[src/rtl/bpc_rr_scheduler_if.sv]
// Handshake bundle between the round-robin scheduler, its requesters, the shared
// population counter and the response consumer.
interface bpc_rr_scheduler_if #(
  parameter int WIDTH = 8,
  parameter int N_REQ = 4
);
  localparam int IDW = $clog2(N_REQ);
  localparam int RW  = $clog2(WIDTH) + 1;

  logic [N_REQ-1:0]       req_val_i;
  logic [N_REQ*WIDTH-1:0] req_data_i;
  logic [N_REQ-1:0]       req_ready_o;
  logic [WIDTH-1:0]       cnt_data_o;
  logic                   cnt_val_o;
  logic [RW-1:0]          cnt_data_i;
  logic                   cnt_val_i;
  logic                   resp_val_o;
  logic [IDW-1:0]         resp_id_o;
  logic [RW-1:0]          resp_data_o;
  logic                   resp_err_o;

  modport slave (
    input  req_val_i, req_data_i, cnt_data_i, cnt_val_i,
    output req_ready_o, cnt_data_o, cnt_val_o,
    output resp_val_o, resp_id_o, resp_data_o, resp_err_o
  );

  modport master (
    output req_val_i, req_data_i, cnt_data_i, cnt_val_i,
    input  req_ready_o, cnt_data_o, cnt_val_o,
    input  resp_val_o, resp_id_o, resp_data_o, resp_err_o
  );
endinterface

[src/rtl/bpc_rr_scheduler.sv]
// Round-robin front end sharing one population counter between N_REQ clients,
// one operation in flight, with a timeout error response.
//
// state  | meaning
// S_IDLE | scanning requesters from the rr pointer, accept on any valid
// S_WAIT | word issued to counter, waiting for result or timeout
// S_RESP | one-cycle tagged response to the client side
module bpc_rr_scheduler #(
  parameter int WIDTH   = 8,
  parameter int N_REQ   = 4,
  parameter int TIMEOUT = 64
) (
  input  logic                clk_i,
  input  logic                arstn_i,
  bpc_rr_scheduler_if.slave   bus
);
  localparam int IDW = $clog2(N_REQ);
  localparam int RW  = $clog2(WIDTH) + 1;
  localparam int TW  = $clog2(TIMEOUT);

  typedef enum logic [1:0] {
    S_IDLE = 2'd0,
    S_WAIT = 2'd1,
    S_RESP = 2'd2
  } state_t;

  state_t           state_q, state_d;
  logic [IDW-1:0]   ptr_q, ptr_d;
  logic [IDW-1:0]   id_q, id_d;
  logic [WIDTH-1:0] cnt_data_q, cnt_data_d;
  logic             cnt_val_q, cnt_val_d;
  logic [TW-1:0]    tmr_q, tmr_d;
  logic [IDW-1:0]   resp_id_q, resp_id_d;
  logic [RW-1:0]    resp_data_q, resp_data_d;
  logic             resp_err_q, resp_err_d;

  logic [IDW-1:0]   grant;
  logic [IDW-1:0]   idx;
  logic             any_val;
  logic [N_REQ-1:0] ready;

  // Scan from the highest offset down so the lowest offset from ptr wins.
  always_comb begin
    grant   = '0;
    idx     = '0;
    any_val = 1'b0;
    for (int i = N_REQ - 1; i >= 0; i--) begin
      idx = IDW'((int'(ptr_q) + i) % N_REQ);
      if (bus.req_val_i[idx]) begin
        grant   = idx;
        any_val = 1'b1;
      end
    end
  end

  always_comb begin
    state_d     = state_q;
    ptr_d       = ptr_q;
    id_d        = id_q;
    cnt_data_d  = cnt_data_q;
    cnt_val_d   = 1'b0;
    tmr_d       = tmr_q;
    resp_id_d   = resp_id_q;
    resp_data_d = resp_data_q;
    resp_err_d  = resp_err_q;
    ready       = '0;
    case (state_q)
      S_IDLE: begin
        if (any_val) begin
          ready      = N_REQ'(1) << grant;
          cnt_data_d = bus.req_data_i[int'(grant)*WIDTH +: WIDTH];
          cnt_val_d  = 1'b1;
          id_d       = grant;
          ptr_d      = (int'(grant) == N_REQ - 1) ? '0 : grant + IDW'(1);
          tmr_d      = TW'(TIMEOUT - 1);
          state_d    = S_WAIT;
        end
      end
      S_WAIT: begin
        // A result arriving on the terminal-count cycle still wins over the timeout.
        if (bus.cnt_val_i) begin
          resp_id_d   = id_q;
          resp_data_d = bus.cnt_data_i;
          resp_err_d  = 1'b0;
          state_d     = S_RESP;
        end else if (tmr_q == '0) begin
          resp_id_d   = id_q;
          resp_data_d = '0;
          resp_err_d  = 1'b1;
          state_d     = S_RESP;
        end else begin
          tmr_d = tmr_q - TW'(1);
        end
      end
      S_RESP:  state_d = S_IDLE;
      default: state_d = S_IDLE;
    endcase
  end

  always_ff @(posedge clk_i or negedge arstn_i) begin
    if (!arstn_i) begin
      state_q     <= S_IDLE;
      ptr_q       <= '0;
      id_q        <= '0;
      cnt_data_q  <= '0;
      cnt_val_q   <= 1'b0;
      tmr_q       <= '0;
      resp_id_q   <= '0;
      resp_data_q <= '0;
      resp_err_q  <= 1'b0;
    end else begin
      state_q     <= state_d;
      ptr_q       <= ptr_d;
      id_q        <= id_d;
      cnt_data_q  <= cnt_data_d;
      cnt_val_q   <= cnt_val_d;
      tmr_q       <= tmr_d;
      resp_id_q   <= resp_id_d;
      resp_data_q <= resp_data_d;
      resp_err_q  <= resp_err_d;
    end
  end

  // Grant strobe is combinational, so mask it while reset is held.
  assign bus.req_ready_o = arstn_i ? ready : '0;
  assign bus.cnt_data_o  = cnt_data_q;
  assign bus.cnt_val_o   = cnt_val_q;
  assign bus.resp_val_o  = (state_q == S_RESP);
  assign bus.resp_id_o   = resp_id_q;
  assign bus.resp_data_o = resp_data_q;
  assign bus.resp_err_o  = resp_err_q;
endmodule

[src/flat_wrapper.sv]
// flat-port wrapper written by rule: the top's interface ports become plain ports
module bpc_rr_scheduler_flat 
#(
  parameter int WIDTH   = 8,
  parameter int N_REQ   = 4,
  parameter int TIMEOUT = 64
)
  (clk_i, arstn_i, bus_req_val_i, bus_req_data_i, bus_cnt_data_i, bus_cnt_val_i, bus_req_ready_o, bus_cnt_data_o, bus_cnt_val_o, bus_resp_val_o, bus_resp_id_o, bus_resp_data_o, bus_resp_err_o);
  bpc_rr_scheduler_if #(.WIDTH(WIDTH), .N_REQ(N_REQ)) bus_i ();
  input  logic clk_i;
  input  logic arstn_i;
  input wire logic [$bits(bus_i.req_val_i)-1:0] bus_req_val_i;
  input wire logic [$bits(bus_i.req_data_i)-1:0] bus_req_data_i;
  input wire logic [$bits(bus_i.cnt_data_i)-1:0] bus_cnt_data_i;
  input wire logic [$bits(bus_i.cnt_val_i)-1:0] bus_cnt_val_i;
  output wire logic [$bits(bus_i.req_ready_o)-1:0] bus_req_ready_o;
  output wire logic [$bits(bus_i.cnt_data_o)-1:0] bus_cnt_data_o;
  output wire logic [$bits(bus_i.cnt_val_o)-1:0] bus_cnt_val_o;
  output wire logic [$bits(bus_i.resp_val_o)-1:0] bus_resp_val_o;
  output wire logic [$bits(bus_i.resp_id_o)-1:0] bus_resp_id_o;
  output wire logic [$bits(bus_i.resp_data_o)-1:0] bus_resp_data_o;
  output wire logic [$bits(bus_i.resp_err_o)-1:0] bus_resp_err_o;
  assign bus_i.req_val_i = bus_req_val_i;
  assign bus_i.req_data_i = bus_req_data_i;
  assign bus_i.cnt_data_i = bus_cnt_data_i;
  assign bus_i.cnt_val_i = bus_cnt_val_i;
  assign bus_req_ready_o = bus_i.req_ready_o;
  assign bus_cnt_data_o = bus_i.cnt_data_o;
  assign bus_cnt_val_o = bus_i.cnt_val_o;
  assign bus_resp_val_o = bus_i.resp_val_o;
  assign bus_resp_id_o = bus_i.resp_id_o;
  assign bus_resp_data_o = bus_i.resp_data_o;
  assign bus_resp_err_o = bus_i.resp_err_o;
  bpc_rr_scheduler #(.WIDTH(WIDTH), .N_REQ(N_REQ), .TIMEOUT(TIMEOUT)) u_core (.clk_i(clk_i), .arstn_i(arstn_i), .bus(bus_i));
endmodule
[config.mk]
export PLATFORM = sky130hd
export DESIGN_NAME = bpc_rr_scheduler_flat
export DESIGN_NICKNAME = d
export VERILOG_FILES = /design/src/rtl/bpc_rr_scheduler_if.sv /design/src/rtl/bpc_rr_scheduler.sv /design/src/flat_wrapper.sv
export SDC_FILE = /design/constraint.sdc
export NUM_CORES = 1
export LEC_CHECK = 0
export CORE_MARGIN = 2
export CORE_UTILIZATION = 46
export DETAILED_ROUTE_END_ITERATION = 10
export GPL_TIMING_DRIVEN = 0
export PLACE_DENSITY_LB_ADDON = 0.2
export SYNTH_ARGS = -nofsm -noshare
export SYNTH_HDL_FRONTEND = slang
export SYNTH_SLANG_ARGS = --single-unit
[constraint.sdc]
create_clock -name clk_i -period 2.7 [get_ports clk_i]
set_input_delay 0.54 -clock clk_i [delete_from_list [all_inputs] [get_ports clk_i]]
set_output_delay 0.54 -clock clk_i [all_outputs]
set_load 0.01 [all_outputs]
# Yosys cells after proc, flatten, opt, wreduce, memory -nomap -nowiden
# Cells that the tools add are included.
# Widths: inputs -> output; s select.
[totals] out_inout_bits=21 memories=0 inputBits=43 wordCells=71 latch_bits=0 regBits=28 mem_bits_ro=0 mem_bits_rw=0
[op_classes] shift=2 mul=0 n_mux=36 n_reduce_logical=8 n_bitwise=0 add_sub_neg=5 n_lt_le_gt_ge=4 n_eq_ne=7 div=0
[ops] cell="$shiftx 32x6->8" count=1
[ops] cell="$mux 2" count=10
[ops] cell="$mux 4" count=5
[ops] cell="$mux 6" count=3
[ops] cell="$lt 2x3->1 const B" count=4
[ops] cell="$mux 1" count=12
[ops] cell="$pmux 6 s2" count=1
[ops] cell="$bmux 1 s2" count=4
[ops] cell="$logic_not 6->1" count=1
[ops] cell="$reduce_and 2->1" count=3
[ops] cell="$sub 6x1->6 const B" count=1
[ops] cell="$add 2x1->2 const B" count=2
[ops] cell="$add 2x2->2 const B" count=2
[ops] cell="$eq 2x1->1 const B" count=2
[ops] cell="$ne 2x2->1 const B" count=2
[ops] cell="$pmux 2 s2" count=1
[ops] cell="$reduce_and 4->1" count=1
[ops] cell="$reduce_bool 2->1" count=2
[ops] cell="$shl 1x2->4 const A" count=1
[ops] cell="$ne 3x2->1 const B" count=1
[ops] cell="$eq 2x2->1 const B" count=1
[ops] cell="$logic_not 2->1" count=1
[ops] cell="$ne 2x1->1 const B" count=1

# Depth between registers and ports, before layout
[logic_depth] ltp_word=11 ltp_mapped=8 depth_no_buf=7

# Least setup slack after synthesis
# Ideal clock, no wire load.
[synth_timing] kind="input to output" from="input port bus_req_val_i[1]" to="output port bus_req_ready_o[3]" arrival_time_ns=1.577 path_stages=6 path_slack_ns=0.583 required_ns=2.160 n_path_buf=1 cell_sequence="mux2_4 > o221ai_2 > buf_6 > inv_1 > ha_1 > and3_1"
[synth_between] elab_chain_len=10 word_cells_on_any_way=20 cone_classes="shift (1); mux (19)"
[synth_lines] item="start, declared" line="flat_wrapper.sv:12" source="input wire logic [$bits(bus_i.req_val_i)-1:0] bus_req_val_i;"
[synth_lines] item="$bmux 1 s2" line="bpc_rr_scheduler.sv:49" source="if (bus.req_val_i[idx]) begin"
[synth_lines] item="$mux 1 (not written as such)" line="bpc_rr_scheduler.sv:49"
[synth_lines] item="$mux 2 (4 in a row)" line="bpc_rr_scheduler.sv:49"
[synth_lines] item="$shl 1x2->4" line="bpc_rr_scheduler.sv:70" source="ready = N_REQ'(1) << grant;"
[synth_lines] item="$mux 4 (*)" line="bpc_rr_scheduler.sv:69" source="if (any_val) begin"
[synth_lines] item="$mux 4 (*)" line="bpc_rr_scheduler.sv:67" source="case (state_q)"
[synth_lines] item="$mux 4 (*)" line="bpc_rr_scheduler.sv:125" source="assign bus.req_ready_o = arstn_i ? ready : '0;"
[synth_lines] item="end, declared" line="flat_wrapper.sv:16" source="output wire logic [$bits(bus_i.req_ready_o)-1:0] bus_req_ready_o;"
# Mark *: on every way between the ends. The rest lies on a longest branch, timed or not. The select of a mux whose other input is x is not followed.

# Worst setup path after layout
[layout_timing] from="input port bus_req_val_i[1]" to="output port bus_req_ready_o[2]"
# Same word-level chain as after synthesis.

==> run summary <==
The tools report the total power draw as 0.00181 W. The count of nets left with antenna violations once routing finished came out at 0. For this configuration, the core starts out at a cell density of 46.9%.

The number of global-route vias before repair is 1406. The gate count of the mapped netlist was 150; the area inside the core boundary was 3280 um2. The clock edge transition at the registers on the reported setup and hold paths was 150 ps; the detailed placement HPWL was 2860 um. By area the synthesized netlist is led by sky130_fd_sc_hd__dfrtp_1 45%, sky130_fd_sc_hd__mux2i_1 11%, sky130_fd_sc_hd__nor3_1 5.8%. Entering global routing, the biggest net connects 32 pins.

The total global-route track usage came out at 21.0%. Number of buffers on the longest clock path: 2. The number of CTS-inserted buffers is 3, and the post-synthesis to final-layout area growth is 48.9%. Static power due to leakage: 1.05 nW. A synthesized cell averages 10.3 um2.

VDD sags by at most 0.000409 V. Number of buffers inserted by port buffering: 63. In this run the core area contains 21 standard-cell rows. The flow ran to the end, and the final reports show no timing, DRC or antenna violations.

The number of detailed-routing iterations run before antenna repair was 4; the final number of setup-violating endpoints was 0. The number of nets handed over by synthesis was 196. For this block, the initial DRC count from the detailed router was 48.

The cell area power density was 787 nW/um2. The share of the yosys chip area belonging to registers is 45.5%. Yosys instantiated no cell more often than sky130_fd_sc_hd__dfrtp_1. After detailed routing, the number of vias per cell comes to 5.18. Summing the areas of all fa, ha and maj instances in the mapped netlist gives 2.44% of the synthesized area. In this run the count of I/O pins placed on the die edge is 64. Setup slack closes at 43.6 ps.

Setup TNS after final layout: 0 ps. Synthesized area: 1540 um2. CTS placed an instance of sky130_fd_sc_hd__clkbuf_4 at the clock tree root. The synthesized netlist devotes 12.7% of its cell area to compound gates. Between clock sinks in the finished design, the worst skew comes to 1.85 ps. The tools report the worst-case headroom to the max-slew limit as 51.0%. The post-synthesis cell type count is 32, and the number of hold violations in the final report is 0. In this run, synthesis produced a sequential element count of 28. In the synthesized netlist the dominant register cell turns out to be sky130_fd_sc_hd__dfrtp_1. In this run the worst path has a maximum fanout of 10. For this run, the number of Yosys warnings is 0. The transition time at the pin with the least slew margin is 735 ps. Of the total synthesized cell area, the portion taken by AND, OR, NAND and NOR gates is 16.6%. After Yosys synthesis, XOR and XNOR cells account for 2.27% of the synthesized area.

The tree built by TritonCTS fans out to 28 sinks. For this run, the top clock speed supported by timing is 0.376 GHz. Counting instances in the post-synthesis netlist gives the leading cell types as 28 x sky130_fd_sc_hd__dfrtp_1, 18 x sky130_fd_sc_hd__nor3_1, 17 x sky130_fd_sc_hd__mux2i_1.

The cell accounting for the most synthesized area is sky130_fd_sc_hd__dfrtp_1. The number of cells in the design after placement was 259. The clock reaches the later pin of the worst-skew pair after 320 ps. After synthesis, the share of cell area in mux cells is 13.5%.

The run gives 11.3% as the part of the power in the clock network. The minimum clock period was 2660 ps; the filler-free cell count of the finished design was 265. In this run the biggest area consumer among cell types represents 45.5% of the synthesized area.

After detailed routing, the average wire length per cell comes to 14.0 um. The floorplan step defined a die boundary enclosing 3830 um2. Proportion of power drawn by flip-flops and latches: 37.5%. STA puts the critical path data required time at 2160 ps. TritonCTS built the clock tree.

The run gives 0 as the number of antenna violations at the first check in global routing. The tools report the remaining global-route overflow as 0. Summed over all layers, the routed wires come to 3710 um.

At the worst endpoint, the arrival time is 2120 ps. The internal power of the cells totals 0.00117 W. The worst setup slack after placement is -756 ps, and the global placement routability congestion is 0.752. For this design the total switching power over the nets is 0.000634 W. Number of nets at the end of the flow: 266. The repair_antennas step left the layout with diodes totalling 0. The count of flip-flops with a built-in enable after synthesis is 0, and the horizontal die dimension is 61.9 um.

The max-cap violation count came out at 0. Critical path start-end classification: primary input to output port. STA classifies the critical path endpoint as an output port.

Counting flops with an async set or reset pin after synthesis yields a share of 100%. The min-delay analysis places its worst path in the category primary input to async pin. Setup repair after global routing could not meet its margin everywhere. The worst setup path is launched from a primary input. The first global-routing pass estimated 6010 um of wire. The layout cell share with drive strength beyond 1 was 13.7%.

After synthesis, the largest family of logic cells by area is simple AND/OR/NAND/NOR gates. In the routed design, unresolved DRC markers number 0. The number of slew-limit violations in the final report was 0; the number of vias in the routed layout was 1373. After layout, the worst path uses 98.4% of the clock period. The floorplan step set the die height to 61.9 um.

The number of H-tree levels was 1. The proportion of total power due to net switching is 35.1%. Combinational cells account for 51.2% of the total power.
metrics by stage:
step                      util (%)  instance area, um2  hold slack [ps]
final                         69.8                2290              344
after CTS                     69.9                2290              371
after global routing          69.8                2290              377
after detailed placement      67.8                2230              472
after global placement        67.8                2230              469
after floorplan                  -                1540              244
kinds of logic after synthesis:
family / after synthesis
flops: 28
xor+xnor: 4
compound gates: 25
buf+inv: 19
fa+ha+maj: 3
simple gates: 51
mux: 20
flip-flops by register name, summed over array words and instances (netlist names), 2 cells and up:
name and cells:
u_core.bus.cnt_data_o 8, u_core.tmr_q 6, u_core.bus.resp_data_o 4, u_core.bus.resp_id_o 2, u_core.id_q 2, u_core.ptr_q 2, u_core.state_q 2
power groups by stage:
stage | Clock, W | Combinational (W) | Sequential (W)
6_report | 0.000204 | 0.000924 | 0.000677
5_1_grt | 0.000234 | 0.00101 | 0.000696
4_1_cts | 0.000208 | 0.000922 | 0.000676
3_5_place_dp | 0 | 0.000896 | 0.000685
3_3_place_gp | 0 | 0.000874 | 0.000676
2_1_floorplan | 0 | 0.000476 | 0.000712
layout make-up:
| type | instances | area, um2 |
|---|---|---|
| fill | 265 | 991 |
| buffer | 10 | 81.3 |
| timing repair buffer | 65 | 637 |
| inverter | 9 | 33.8 |
| clock buffer | 4 | 36.3 |
| sequential | 28 | 702 |
| tap | 46 | 57.6 |
| multi-input combinational | 103 | 746 |
per-layer routing:
metal | global-route usage, % | up-vias | wire (um)
li1 | - | 670 | -
met4 | 6.99 | 0 | 61
met1 | 25.6 | 641 | 1550
met2 | 36.8 | 54 | 1830
met5 | 0 | - | 0
met3 | 4.76 | 8 | 263
critical path: stages:
cell,delay [ps]
sky130_fd_sc_hd__clkdlybuf4s15_1,290
sky130_fd_sc_hd__nor4_4,60
sky130_fd_sc_hd__or3_1,350
sky130_fd_sc_hd__buf_6,160
sky130_fd_sc_hd__buf_6,140
sky130_fd_sc_hd__inv_2,80
sky130_fd_sc_hd__nand3_1,100
sky130_fd_sc_hd__nor2_1,150
sky130_fd_sc_hd__clkdlybuf4s15_2,230
final timing paths:
kind | from | to | slack [ps] | cells past startpoint
max | bus_req_val_i[1] | bus_req_ready_o[2] | 40 | 9
max reg2reg | u_core.ptr_q[1] | u_core.bus.cnt_data_o[2] | 820 | 7
min | arstn_i | u_core.tmr_q[1] | 340 | 1
min in group clk_i | u_core.id_q[1] | u_core.id_q[1] | 500 | 2
min reg2reg | u_core.id_q[1] | u_core.id_q[1] | 500 | 2
max in group asynchronous | arstn_i | u_core.ptr_q[1] | 1850 | 1
timing repair:
item | 4_1_cts | 5_1_grt
buffers inserted | 1 | 1
endpoints found under the hold margin | 0 | 0
pin swaps | 2 | 0
hold buffers | 0 | 0
endpoints found under the setup margin | 4 | 4
resized for setup | 24 | 7
placed cells by master, fill, tap and decap left out, types with 2 or more instances in the layout:
| cell type | netlist | layout |
|---|---|---|
| sky130_fd_sc_hd__inv_1 | 9 | 8 |
| sky130_fd_sc_hd__nor2_1 | 4 | 4 |
| sky130_fd_sc_hd__buf_6 | 4 | 6 |
| sky130_fd_sc_hd__nand3_1 | 4 | 4 |
| sky130_fd_sc_hd__a22o_1 | 4 | 4 |
| sky130_fd_sc_hd__o21ai_0 | 3 | 3 |
| sky130_fd_sc_hd__clkdlybuf4s15_1 | 0 | 2 |
| sky130_fd_sc_hd__ha_1 | 3 | 3 |
| sky130_fd_sc_hd__nor2b_1 | 3 | 3 |
| sky130_fd_sc_hd__mux2i_1 | 17 | 17 |
| sky130_fd_sc_hd__nand4_1 | 2 | 2 |
| sky130_fd_sc_hd__clkbuf_4 | 0 | 3 |
| sky130_fd_sc_hd__a211o_1 | 8 | 8 |
| sky130_fd_sc_hd__nor3_1 | 18 | 18 |
| sky130_fd_sc_hd__nand2_1 | 12 | 12 |
| sky130_fd_sc_hd__clkdlybuf4s50_1 | 0 | 54 |
| sky130_fd_sc_hd__a21oi_1 | 3 | 3 |
| sky130_fd_sc_hd__xor2_1 | 4 | 4 |
| sky130_fd_sc_hd__clkdlybuf4s15_2 | 0 | 3 |
| sky130_fd_sc_hd__mux2_2 | 2 | 2 |
| sky130_fd_sc_hd__dfrtp_1 | 28 | 27 |
| sky130_fd_sc_hd__and2_1 | 3 | 3 |
| sky130_fd_sc_hd__clkbuf_2 | 0 | 3 |
| sky130_fd_sc_hd__buf_2 | 6 | 5 |
Power figures use the tool's default switching activity.
==> RTL edit 1 (same flow settings) <==
`TIMEOUT` is set to 64 in 2 places; all go to 128.
--- a/src/rtl/bpc_rr_scheduler.sv
+++ b/src/rtl/bpc_rr_scheduler.sv
@@ -8,7 +8,7 @@
 module bpc_rr_scheduler #(
   parameter int WIDTH   = 8,
   parameter int N_REQ   = 4,
-  parameter int TIMEOUT = 64
+  parameter int TIMEOUT = 128
 ) (
   input  logic                clk_i,
   input  logic                arstn_i,
--- a/src/flat_wrapper.sv
+++ b/src/flat_wrapper.sv
@@ -3,7 +3,7 @@
 #(
   parameter int WIDTH   = 8,
   parameter int N_REQ   = 4,
-  parameter int TIMEOUT = 64
+  parameter int TIMEOUT = 128
 )
   (clk_i, arstn_i, bus_req_val_i, bus_req_data_i, bus_cnt_data_i, bus_cnt_val_i, bus_req_ready_o, bus_cnt_data_o, bus_cnt_val_o, bus_resp_val_o, bus_resp_id_o, bus_resp_data_o, bus_resp_err_o);
   bpc_rr_scheduler_if #(.WIDTH(WIDTH), .N_REQ(N_REQ)) bus_i ();
Check against the original RTL: no difference found for any inputs over 4 cycles, from zero or initial values and one cycle with arstn_i low; that may be too few to reach the edited logic, so the function may still have changed.
==> RTL edit 1 against the unedited design <==
Maximum frequency up 2.4%; worst hold slack better by 0.012 ns; routed wire length up 21%; synthesized area up 5.6%; worst setup slack better by 0.062 ns; total power up 20%; cell area up 5.4%; sequential cell count up 1; highest routed layer unchanged.
==> RTL edit 1: results (changes against the unedited design) <==
fillers=283 (was 265); Place WS=-0.834 ns (was -0.756 ns); clock skew=0.00590 ns (was 0.00185 ns); Post-Place Cells=271 (was 259); hpwl dp=3.30 mm (was 2.86 mm); ys async rst share=1.00 (unchanged); Leakage=1.04 nW (was 1.05 nW); ranking of synthesized cells by area=dfrtp_1 (45%), mux2i_1 (4.9%), a211o_1 (4.8%), nand2_1 (4.6%), o211ai_1 (3.7%) (was dfrtp_1 (45%), mux2i_1 (11%), nor3_1 (5.8%), a211o_1 (4.5%), buf_6 (2.9%)); Met3 Wirelength=270 µm (was 263 µm); WL final=4.48 mm (was 3.71 mm); 1st-pass router iterations=4 (unchanged); HP Class=in2async (unchanged); vias in the first global route=1,704 (was 1,406); number of synthesis warnings=0 (unchanged); RePlAce Congestion=0.757 (was 0.752); worst path arrival time=2.05 ns (was 2.12 ns); Max Used Layer=met4 (unchanged); initial antenna violation count=0 (unchanged); DP Area=0.00231 mm² (was 0.00223 mm²); Adder-Cell Fraction of Synth Area=0.0231 (was 0.0244); post-synthesis sequential area ratio=0.446 (was 0.455); syn_nets=208 (was 196); Port-buffer cells=63 (unchanged); H-tree depth reported by CTS=2 (was 1); post-synthesis instance total=162 (was 150); Largest register FFs=8 (unchanged); DRT iter0 DRCs=41 (was 48); Longest Clk Path Bufs=2 (unchanged); CTS buffer count=5 (was 3); first-pass GRT wire length=7.62 mm (was 6.01 mm); Post-Synth XOR/XNOR Area=0.0162 (was 0.0227); Distinct cells, synth=41 (was 32); GRT Total Usage=0.245 (was 0.210); CTS clk-pin slew, worst paths=0.09 ns (was 0.15 ns); worst vdd rail ir drop=0.000476 V (was 0.000409 V); multiplexer share of the synthesized area=0.0631 (was 0.135); Worst slew margin=0.509 (was 0.510); metal2 WL=2.30 mm (was 1.83 mm); Nets=282 (was 266); crit-path max FO=9 (was 10); Commonest cells post-synth=dfrtp_1 (29), nand2_1 (20), nand3_1 (11), o21ai_0 (11), a211o_1 (9) (was dfrtp_1 (28), nor3_1 (18), mux2i_1 (17), nand2_1 (12), inv_1 (9)); via count=1,562 (was 1,373); later-pin clock latency in the skew report=0.33 ns; DRT met1 WL=1.83 mm (was 1.55 mm); run status=finished, final reports clean (unchanged); vias per cell=5.52 (was 5.18); largest net degree at the start of global routing=32 (unchanged); Compound-Gate Fraction of Synth Area=0.212 (was 0.127); clock root buffer=clkbuf_4 (unchanged); fraction of layout cells with a size suffix above 1=0.165 (was 0.137); Max Cap Viol=0 (unchanged); Slew Viols, Final=0 (unchanged); # diodes=0 (unchanged)
==> RTL edit 1: cell families after synthesis <==
group | count (synthesis)
adders and majority gates | 3
muxes | 10
buffers and inverters | 13
DFF | 29
and+or+nand+nor | 61
AOI/OAI and AO/OA | 43
xor gates and xnor gates | 3
==> RTL edit 1: repair_timing <==
action / in CTS / in global routing
gates resized for setup: 22 / 9
cloned: 0 / 0
pin swaps: 4 / 0
setup endpoints to repair: 4 / 4
setup buffers: 5 / 0
==> RTL edit 1: final cells by class <==
cell class	count	area [µm²]	area share
Clock buffer	6	41.3	0.0171
Inverter	7	28.8	0.0119
Buffer	5	28.8	0.0119
Tap cell	46	57.6	0.0238
Multi-Input combinational cell	120	880	0.364
Clock inverter	2	10.0	0.00414
Timing Repair Buffer	68	646	0.267
Sequential cell	29	726	0.300
==> RTL edit 1: report_power, final <==
part	internal [mW]	switching, mW
logic	0.593	0.599
clock network	0.0989	0.150
registers	0.600	0.123
total	1.29	0.872
==> RTL edit 1: final timing paths <==
path,from,endpoint,slack (ns),cells past startpoint
setup / recovery,bus_req_val_i[2],bus_req_ready_o[0],0.11,8
hold / removal,arstn_i,u_core.ptr_q[0]$_DFFE_PN0P_,0.36,1
setup reg to reg,u_core.ptr_q[1]$_DFFE_PN0P_,u_core.bus.cnt_data_o[4]$_DFFE_PN0P_,0.81,7
hold reg to reg,u_core.id_q[0]$_DFFE_PN0P_,u_core.id_q[0]$_DFFE_PN0P_,0.50,2
max in group asynchronous,arstn_i,u_core.tmr_q[4]$_DFFE_PN0P_,1.87,1
min in group clk_i,u_core.id_q[0]$_DFFE_PN0P_,u_core.id_q[0]$_DFFE_PN0P_,0.50,2
==> RTL edit 1: worst max-delay path, cell delays in order <==
cell	delay, ns
dlygate4sd2_1	0.27
nor4_2	0.07
or3_1	0.30
buf_2	0.18
inv_4	0.11
nand2_1	0.11
nor3_1	0.17
dlygate4sd2_1	0.29
==> RTL edit 1: per-layer routing <==
metal | track usage | up-vias
li1 | - | 744
met1 | 0.284 | 755
met2 | 0.433 | 53
met3 | 0.0607 | 10
met4 | 0.0978 | 0
met5 | 0 | -
==> RTL edit 2 (same flow settings) <==
Without the edit above. The 3 states of `state_t` get a one-hot encoding in 3 bits.
--- a/src/rtl/bpc_rr_scheduler.sv
+++ b/src/rtl/bpc_rr_scheduler.sv
@@ -18,10 +18,10 @@
   localparam int RW  = $clog2(WIDTH) + 1;
   localparam int TW  = $clog2(TIMEOUT);
 
-  typedef enum logic [1:0] {
-    S_IDLE = 2'd0,
-    S_WAIT = 2'd1,
-    S_RESP = 2'd2
+  typedef enum logic [2:0] {
+    S_IDLE = 3'b001,
+    S_WAIT = 3'b010,
+    S_RESP = 3'b100
   } state_t;
 
   state_t           state_q, state_d;
Function: no difference found for any inputs over 10 cycles, from zero or initial values and one cycle with arstn_i low; not proved beyond that.
==> RTL edit 2 against the unedited design <==
First-iteration DRC count rose by 35%; clock power rose by 26%; sequential cell count rose by 1; synthesized area rose by 1.9%; worst setup slack got worse by 0.016 ns; cell area rose by 5.6%; routed wire length rose by 14%; total power rose by 22%; critical endpoint is now bus_req_ready_o[3]; largest power group unchanged.
==> RTL edit 2: results (changes against the unedited design) <==
run status=finished, final reports clean (unchanged); multi-input logic cell count=106 (was 103); ranking of synthesized cells by area=dfrtp_1 (45%), mux2i_1 (10%), o311ai_1 (4.5%), nand2_1 (3.8%), or3_1 (3.6%) (was dfrtp_1 (45%), mux2i_1 (11%), nor3_1 (5.8%), a211o_1 (4.5%), buf_6 (2.9%)); Clock buf/inv share=0.0227 (was 0.0158); first-pass GRT wire length=7.16 mm (was 6.01 mm); RePlAce Congestion=0.753 (was 0.752); # clock sinks=29 (was 28); Met3 Wirelength=221 µm (was 263 µm); Flop pwr share=0.333 (was 0.375); hpwl dp=3.04 mm (was 2.86 mm); Leakage=1.10 nW (was 1.05 nW); GRT met2 Usage=0.418 (was 0.368); CP endpoint=bus_req_ready_o[3] (was bus_req_ready_o[2]); drt wl/cell=15.2 µm (was 14.0 µm); footprint of the multi-input gates=785 µm² (was 746 µm²); H-tree depth reported by CTS=2 (was 1); syn_nets=196 (unchanged); P_sw=840 µW (was 634 µW); CTS clk-pin slew, worst paths=0.09 ns (was 0.15 ns); Worst R2R Setup Slack=0.70 ns (was 0.82 ns); GRT Total Usage=0.232 (was 0.210); fillers=275 (was 265); # resized after CTS=22 (was 24); global routing usage on met3=0.0577 (was 0.0476); Critical R2R Capture=u_core.bus.cnt_data_o[7]$_DFFE_PN0P_ (was u_core.bus.cnt_data_o[2]$_DFFE_PN0P_); 1st-pass router iterations=6 (was 4); Power Clock=257 µW (was 204 µW); vias in the first global route=1,590 (was 1,406); crit-path max FO=5 (was 10); sequential cell area share=0.301 (was 0.306); DRT met1 WL=1.66 mm (was 1.55 mm); Final non-clock buffer share=0.314 (was 0.313); Commonest cells post-synth=dfrtp_1 (28), mux2i_1 (16), nand2_1 (16), nor2_1 (9), or3_1 (9) (was dfrtp_1 (28), nor3_1 (18), mux2i_1 (17), nand2_1 (12), inv_1 (9)); worst hold slack=0.380 ns (was 0.344 ns); post-route clock period utilization=0.990 (was 0.984); fraction of layout cells with a size suffix above 1=0.173 (was 0.137); clock skew=0.00623 ns (was 0.00185 ns); later-pin clock latency in the skew report=0.33 ns; syn_area_per_cell=10.5 µm² (was 10.3 µm²); GRT met1 Usage=0.259 (was 0.256); CTS buffer count=5 (was 3); Seq group=732 µW (was 677 µW); vias per cell=5.32 (was 5.18); DP Area=0.00226 mm² (was 0.00223 mm²); post-CTS setup buffer count=5 (was 1); Worst-Margin Slew=0.787 ns (was 0.735 ns); Finished Layout Cells=277 (was 265); utilization after layout=0.731 (was 0.698); metal2 WL=2.25 mm (was 1.83 mm); largest net degree at the start of global routing=33 (was 32); worst vdd rail ir drop=0.000455 V (was 0.000409 V); Distinct cells, synth=40 (was 32); post-synthesis sequential area ratio=0.463 (was 0.455); worst path arrival time=between 2 and 2.5 ns; Non-clock buffers=79 (was 75)
-- RTL edit 2: cell types whose count changed after synthesis, sizes merged, moves of 5 or more --
cell,change
nor3,-16
nor2,+5
nand2,+5
o311ai,+8
a211o,-8
or3,+8
buf,-5
-- RTL edit 2: worst max-delay path, stage by stage --
cell and delay, ns:
dlygate4sd2_1 0.28, mux2_1 0.32, o221ai_2 0.21, buf_6 0.15, inv_2 0.04, ha_1 0.18
and3_1 0.14, dlygate4sd2_1 0.28
-- RTL edit 2: logic make-up (layout without fill, tap and decap cells) --
group                    after synthesis  in the layout  synth area share
adder cells (fa/ha/maj)                3              3            0.0239
AND/OR/NAND/NOR                       53             53             0.178
AO/OA/AOI/OAI                         29             29             0.147
multiplexers                          19             19             0.124
flip-flops                            29             29             0.463
buffers and inverters                 15             96            0.0534
XOR/XNOR                               2              2            0.0112
